### config.mk
export PLATFORM = sky130hd
export DESIGN_NAME = dsp_result_sink
export DESIGN_NICKNAME = d
export VERILOG_FILES = /design/src/rtl/dsp_result_sink.sv
export SDC_FILE = /design/constraint.sdc
export NUM_CORES = 1
export LEC_CHECK = 0
export ABC_AREA = 1
export CORE_MARGIN = 2
export CORE_UTILIZATION = 45
export DETAILED_ROUTE_END_ITERATION = 16
export PLACE_DENSITY = 0.73
export SLEW_MARGIN = 10
export SYNTH_ARGS = -nofsm -noshare
export SYNTH_HDL_FRONTEND = slang
export SYNTH_SLANG_ARGS = --single-unit
### constraint.sdc
create_clock -name clk -period 6.2 [get_ports clk]
set_input_delay 0.93 -clock clk [delete_from_list [all_inputs] [get_ports clk]]
set_output_delay 0.93 -clock clk [all_outputs]
set_load 0.02 [all_outputs]
### src/rtl/dsp_result_sink.sv
// -----------------------------------------------------------------------------
// dsp_result_sink
//
// Collects results from a pipelined DSP slice into a small show-ahead buffer.
// An operand is only issued into the slice when the buffer is guaranteed to
// have room for its result: in_ready is a credit that counts both the entries
// already buffered and the tokens still travelling through the slice pipeline.
// A shift register of valid bits mirrors the slice pipeline, so the result
// for each issued operand is captured exactly PIPE_DEPTH cycles after issue.
//
// Handshake semantics (both sides): a transfer happens on a rising clk edge
// when valid and ready are both 1 in the cycle that edge closes. in_ready is
// derived from registered state only. out_valid/out_data/out_carry are
// registered state and never depend combinationally on out_ready.
//
// Parameters
//   WIDTH      : width of the slice P result
//   PIPE_DEPTH : slice register stages between operand issue and P valid (0..4)
//   FIFO_DEPTH : result buffer entries (power of two, 2..16)
//
// Ports
//   clk        : single clock, rising edge
//   rst        : synchronous active-high reset
//   in_valid   : upstream requests an operand issue this cycle
//   in_ready   : a result credit is available (usable as slice CE qualifier)
//   p_in       : slice P output
//   carry_in   : slice CARRYOUT
//   out_valid  : buffer head is valid
//   out_ready  : downstream accepts the head
//   out_data   : head result
//   out_carry  : head carry
//   level      : buffer occupancy
//   drop_err   : sticky, in_valid was seen while in_ready was low
// -----------------------------------------------------------------------------
module dsp_result_sink #(
  parameter int WIDTH      = 48,
  parameter int PIPE_DEPTH = 3,
  parameter int FIFO_DEPTH = 4
) (
  input  logic                          clk,
  input  logic                          rst,
  input  logic                          in_valid,
  output logic                          in_ready,
  input  logic [WIDTH-1:0]              p_in,
  input  logic                          carry_in,
  output logic                          out_valid,
  input  logic                          out_ready,
  output logic [WIDTH-1:0]              out_data,
  output logic                          out_carry,
  output logic [$clog2(FIFO_DEPTH):0]   level,
  output logic                          drop_err
);

  localparam int AW  = $clog2(FIFO_DEPTH);
  localparam int LW  = AW + 1;
  // Keep the valid shift register at least one bit wide so the PIPE_DEPTH=0
  // build still has a well-formed (constant zero) vector to count.
  localparam int SRW = (PIPE_DEPTH == 0) ? 1 : PIPE_DEPTH;

  logic             issue;
  logic             arrive;
  logic             push;
  logic             pop;
  logic [SRW-1:0]   vsr;
  logic [7:0]       inflight;
  logic [7:0]       credit_sum;

  logic [WIDTH:0]   mem [FIFO_DEPTH];
  logic [AW-1:0]    rptr;
  logic [AW-1:0]    wptr;

  assign issue = in_valid & in_ready;

  // ---------------------------------------------------------------------------
  // Token tracking: one valid bit per slice register stage.
  // ---------------------------------------------------------------------------
  if (PIPE_DEPTH == 0) begin : g_comb
    // No slice registers: the result is present in the issue cycle itself.
    assign vsr    = '0;
    assign arrive = issue;
  end else begin : g_pipe
    always_ff @(posedge clk) begin
      if (rst) begin
        vsr <= '0;
      end else begin
        vsr[0] <= issue;
        for (int i = 1; i < PIPE_DEPTH; i++) begin
          vsr[i] <= vsr[i-1];
        end
      end
    end
    assign arrive = vsr[PIPE_DEPTH-1];
  end

  always_comb begin
    inflight = '0;
    for (int i = 0; i < SRW; i++) begin
      inflight = inflight + 8'(vsr[i]);
    end
  end

  // Credit: tokens in the pipe are already committed to buffer slots, so they
  // count against the depth exactly like stored entries. A pop in this cycle
  // frees a slot only once level has actually dropped (next cycle).
  assign credit_sum = 8'(level) + inflight;
  assign in_ready   = (credit_sum < 8'(FIFO_DEPTH));

  // ---------------------------------------------------------------------------
  // Result buffer
  // ---------------------------------------------------------------------------
  assign out_valid = (level != '0);
  assign pop       = out_valid & out_ready;
  // Arrival into a full buffer cannot happen while the credit rule holds; if
  // it ever did, the data is dropped rather than overwriting the head.
  assign push      = arrive & (level != LW'(FIFO_DEPTH));

  assign out_data  = mem[rptr][WIDTH-1:0];
  assign out_carry = mem[rptr][WIDTH];

  always_ff @(posedge clk) begin
    if (rst) begin
      for (int i = 0; i < FIFO_DEPTH; i++) begin
        mem[i] <= '0;
      end
    end else if (push) begin
      mem[wptr] <= {carry_in, p_in};
    end
  end

  // Pointers are AW bits wide and FIFO_DEPTH is a power of two, so plain
  // increment wraps modulo FIFO_DEPTH.
  always_ff @(posedge clk) begin
    if (rst) begin
      wptr  <= '0;
      rptr  <= '0;
      level <= '0;
    end else begin
      if (push) begin
        wptr <= wptr + 1'b1;
      end
      if (pop) begin
        rptr <= rptr + 1'b1;
      end
      if (push && !pop) begin
        level <= level + 1'b1;
      end else if (pop && !push) begin
        level <= level - 1'b1;
      end
    end
  end

  always_ff @(posedge clk) begin
    if (rst) begin
      drop_err <= 1'b0;
    end else if (in_valid && !in_ready) begin
      drop_err <= 1'b1;
    end
  end

endmodule

=== Word level (Yosys, flattened, before mapping) ===
Memories as Yosys holds them, arrays and structs flattened. A register that Yosys moved wholly into a read port is not among the register bits.
Index checks and enable logic that the tools add are counted.

* Memories: 1
* Flip-flop bits (word level): 11
* Input bits: 53
* Memory bits (writable): 196
* Word-level logic and storage cells: 39
* Output and inout bits: 55

* Equality and inequality tests: 1
* Magnitude comparators: 1
* Mux-type cells: 12
* Bitwise gates (word level): 3
* Reductions and logical operators: 9
* Add/subtract/negate cells: 7

{| class="wikitable"
|+ Memory list
! name !! words !! width !! rd ports !! clocked after Yosys merged registers in !! write ports !! RTL line !! source
|-
| mem || 4 || 49 || 1 || 1 || 4 || 68 || <nowiki>logic [WIDTH:0] mem [FIFO_DEPTH];</nowiki>
|}

{| class="wikitable"
|+ Operator list
! cell !! count
|-
| $mux 49 || 1
|-
| $reduce_or 49->1 || 1
|-
| $mux 1 || 6
|-
| $mux 2 || 3
|-
| $mux 3 || 2
|-
| $add 2x1->2 const B || 2
|-
| $add 3x3->4 || 1
|-
| $lt 4x3->1 const B || 1
|-
| $add 2x1->3 || 1
|-
| $add 3x1->3 const B || 1
|-
| $and 1x1->1 || 3
|-
| $logic_and 1x1->1 || 3
|-
| $logic_not 1->1 || 3
|-
| $ne 3x3->1 const B || 1
|-
| $reduce_bool 3->1 || 1
|-
| $sub 3x1->3 const B || 1
|-
| $add 1x1->2 || 1
|-
| $reduce_bool 2->1 || 1
|}

=== Depth between registers and ports, before layout ===
* Depth in word-level cells: 7
* Mapped depth: 12
* Depth with buffers taken out: 12

=== Worst setup path after synthesis ===
No wires, ideal clock.

* Path type: in2reg
* Start point: input rst
* End point: memory mem[0][0] in the netlist's numbering, enable pin
* Data required time: 5.677 ns
* Library setup time: 0.523 ns
* Path buffers: 0
* Data arrival time: 4.612 ns
* Stages on the path: 3
* Path slack: 1.065 ns
* Path through: inv_2 -> nand4_2 -> o21ai_0

{| class="wikitable"
|+ RTL lines
! item !! RTL line !! source
|-
| start, declared || 41 || <nowiki>input logic rst,</nowiki>
|-
| end, declared || 68 ||
|}

==> summary.md <==
| Metric | Value |
|---|---|
| Number of vias per cell | `5.24` |
| Worst-Margin Slew | `1.14 ns` |
| Reg-to-reg slack, setup | `3.74 ns` |
| CP max stage cell | `inv_1` |
| CTS clk-pin slew, worst paths | `0.06 ns` |
| Top_reg_cell synth | `edfxtp_1` |
| Worst vdd ir | `between 0.00015 and 0.0002 V` |
| Mean Syn Cell Area | `10.9 sq um` |
| First-pass GRT wire length | `approximately 35000 microns` |
| Hpwl dp | `12300 microns` |
| Max Cap Violations | `0` |
| Slew Viols, Final | `0` |
| Yosys reg bits | `between 200 and 250` |
| Largest family of logic cells by synthesized area | `simple AND/OR/NAND/NOR gates` |
| Vias in the first global route | `6754` |
| Layout cells sized above 1 | `between 10% and 20%` |
| Clk_skew | `between 0.015 and 0.02 ns` |
| Total track usage | `approximately a fifth` |
| Final setup violation count | `0` |
| Area growth from synthesis to layout | `20.5%` |
| Htree depth | `1` |
| Max FO, Critical Path | `50` |
| Pre-CTS worst setup slack | `between 2 and 2.5 ns` |
| CTS Root Cell | `clkbuf_16` |
| Final setup margin | `approximately 1.9 ns` |
| Met2 Use GR | `33.3%` |
| Core Area | `21000 sq um` |
| Yosys cell types | `24` |
| Pleak | `between 4 and 5 nW` |
| Postcts setup bufs | `0` |
| Simple-Gate Fraction of Synth Area | `18.0%` |
| Setup TNS | `0 ns` |
| Syn nets | `~940` |
| I/O Buffers | `between 100 and 150` |
| Final period utilization | `69.3%` |
| Final ANT Viol Nets | `0` |
| Die height | `150 microns` |
| Post-synth top area cell | `edfxtp_1` |
| Status | `finished, final reports clean` |
| Critical Path End Type | `output port` |
| Clock sinks | `209` |
| Synthesized cell area | `9570 sq um` |
| Adder-Cell Fraction of Synth Area | `0.680%` |
| Mux share of post-synthesis cell area | `0%` |
| CP cell instances | `buf_4 -> inv_1 -> buf_4 -> o21ai_0 -> o22ai_1 -> clkdlybuf4s50_1` |
| DRC | `0` |
| N_diodes | `0` |
| YS warnings | `0` |
| Pre-antenna DRT Iters | `5` |
| EDFF count, synth | `approximately 200` |
| Complex-gate fraction of the synthesized area | `9.01%` |
| Sequential area share after synthesis | `about 64%` |
| Crit-path max cell delay | `about 0.85 ns` |
| Type of the worst min-delay path | `reg2reg` |
| Most used cell, CP | `buf_4` |
| Row Count | `53` |
| Commonest cells post-synth | `edfxtp_1 (196), nor2_1 (145), inv_1 (114)` |
| Num CTS Buffers | `22` |
| FMAX | `0.233 GHz` |
| Die width | `150 microns` |
| Io pins | `108` |
| Syn Inst Count | `881` |
| Hold Violations, Final | `0` |
| Dominant cells by area after synthesis | `edfxtp_1 (62%), nor2_1 (5.7%), o21ai_0 (5.4%)` |
| Wirelength per Cell | `17.4 microns` |
| Critical path arrival | `3.37 ns` |
| Crit Path Class | `reg2out` |
| Gr ovfl total | `0` |
| Most common cell in the netlist | `edfxtp_1` |
| Routed WL | `21900 microns` |
| GR met3 Demand/Resource | `under 10%` |
| Vias | `6598` |
| Skew-Pair Late Insertion Delay | `roughly 0.50 ns` |
| Post-CTS sizing | `0` |
| GR Util met1 | `26.4%` |
| Synth Area in XOR/XNOR | `0%` |
| DR iter-0 viols | `about 460` |
| Largest net degree at the start of global routing | `99` |
| Clock Tree Buf Depth | `3` |
| Post-layout min period | `4.30 ns` |
| Relative slew slack | `23.9%` |
| Top Usage Layer GRT | `met2` |
| Ys async rst share | `0%` |
| Initial Util | `a little under half` |
| Hold Buf Count CTS | `0` |
| PD cells | `369 nW/um^2` |
| Initial antenna violation count | `0` |
| Die area | `22400 sq um` |
| Top cell type's share of synthesized area | `61.5%` |
| Setup crit start kind | `flip-flop` |
| CTS tree | `yes` |
| Final GP Congestion | `roughly 0.75` |
| RSZ-0062 raised after global routing | `no` |
| Final #Nets | `just over 1000` |
| CP Data Required Time | `roughly 5.3 ns` |
-- power breakdown --
part / internal [mW] / switching, mW / leakage (nW)
sequential: 1.62 / 0.0360 / 2.13
clock: 0.760 / 0.522 / 0.340
combinational: 0.509 / 0.800 / 2.26
total: 2.89 / 1.36 / 4.73
-- through the flow --
stage / instance area [sq um] / utilization [%] / hold slack, ns / power (mW) / instances
2_1_floorplan: 9570 / - / 0.403 / 2.45 / 881
3_3_place_gp: 10800 / 51.6 / 0.419 / 2.99 / 1218
3_5_place_dp: 10800 / 51.6 / 0.427 / 3.00 / 1218
4_1_cts: 11500 / 55.0 / 0.436 / 4.28 / 1258
5_1_grt: 11500 / 55.0 / 0.455 / 4.44 / 1258
6_report: 11500 / 55.0 / 0.430 / 4.25 / 1258
-- worst max-delay path: cells and delay by family, from the launching register on --
| family | cells | cell delay [ns] |
|---|---|---|
| flops | 1 | 0.31 |
| buf+inv | 4 | 2.20 |
| compound gates | 2 | 0.34 |
-- metal layers --
| layer | vias up | routed length [microns] |
|---|---|---|
| met5 | - | 0 |
| met4 | 0 | 429 |
| met3 | 35 | 1490 |
| met2 | 223 | 10700 |
| met1 | 3205 | 9270 |
| li1 | 3135 | - |
-- flip-flops by register name, indices dropped and copies added (netlist names), named ones only --
name / cells
wptr: 2
level: 3
mem: 196
vsr: 3
rptr: 2
drop_err: 1
-- final cells by class --
cell class,count,area (sq um)
Inverter,119,447
Sequential cell,209,6150
Fill cell,1804,9430
Clock buffer,27,591
Multi-Input combinational cell,495,2710
Timing Repair Buffer,120,1170
Clock inverter,13,118
Tap cell,275,344
-- cell families after synthesis --
family | Yosys count
DFF | 209
buffers and inverters | 177
and+or+nand+nor | 331
adders and majority gates | 4
AOI/OAI and AO/OA | 160
-- cell usage in the layout, fill, tap and decap left out, types with 3 or more instances in the layout --
master | synthesis | routed
nand2_1 | 35 | 35
clkinv_2 | 0 | 3
clkinv_1 | 0 | 5
o22ai_1 | 49 | 49
nand2_4 | 31 | 31
nor2_2 | 61 | 61
nand3_1 | 7 | 7
edfxtp_1 | 196 | 196
clkdlybuf4s50_1 | 0 | 107
o21ai_4 | 0 | 4
clkbuf_1 | 28 | 4
inv_2 | 5 | 5
nor2_1 | 145 | 145
nor3_1 | 49 | 49
a21oi_1 | 5 | 5
dfxtp_1 | 13 | 10
inv_1 | 114 | 114
o21ai_0 | 103 | 101
buf_4 | 2 | 13
clkbuf_16 | 0 | 23
-- worst paths after layout --
| check | start | end | depth (start not counted) |
|---|---|---|---|
| max reg2reg | level[1]$_SDFFE_PP0P_ | mem[1][27]$_SDFFCE_PN0P_ | 7 |
| max | flip-flop | out_data[11] | 6 |
| min | vsr[1]$_SDFF_PP0_ | vsr[2]$_SDFF_PP0_ | 2 |
| min reg2reg | vsr[1]$_SDFF_PP0_ | vsr[2]$_SDFF_PP0_ | 2 |
Power figures use the tool's default switching activity.
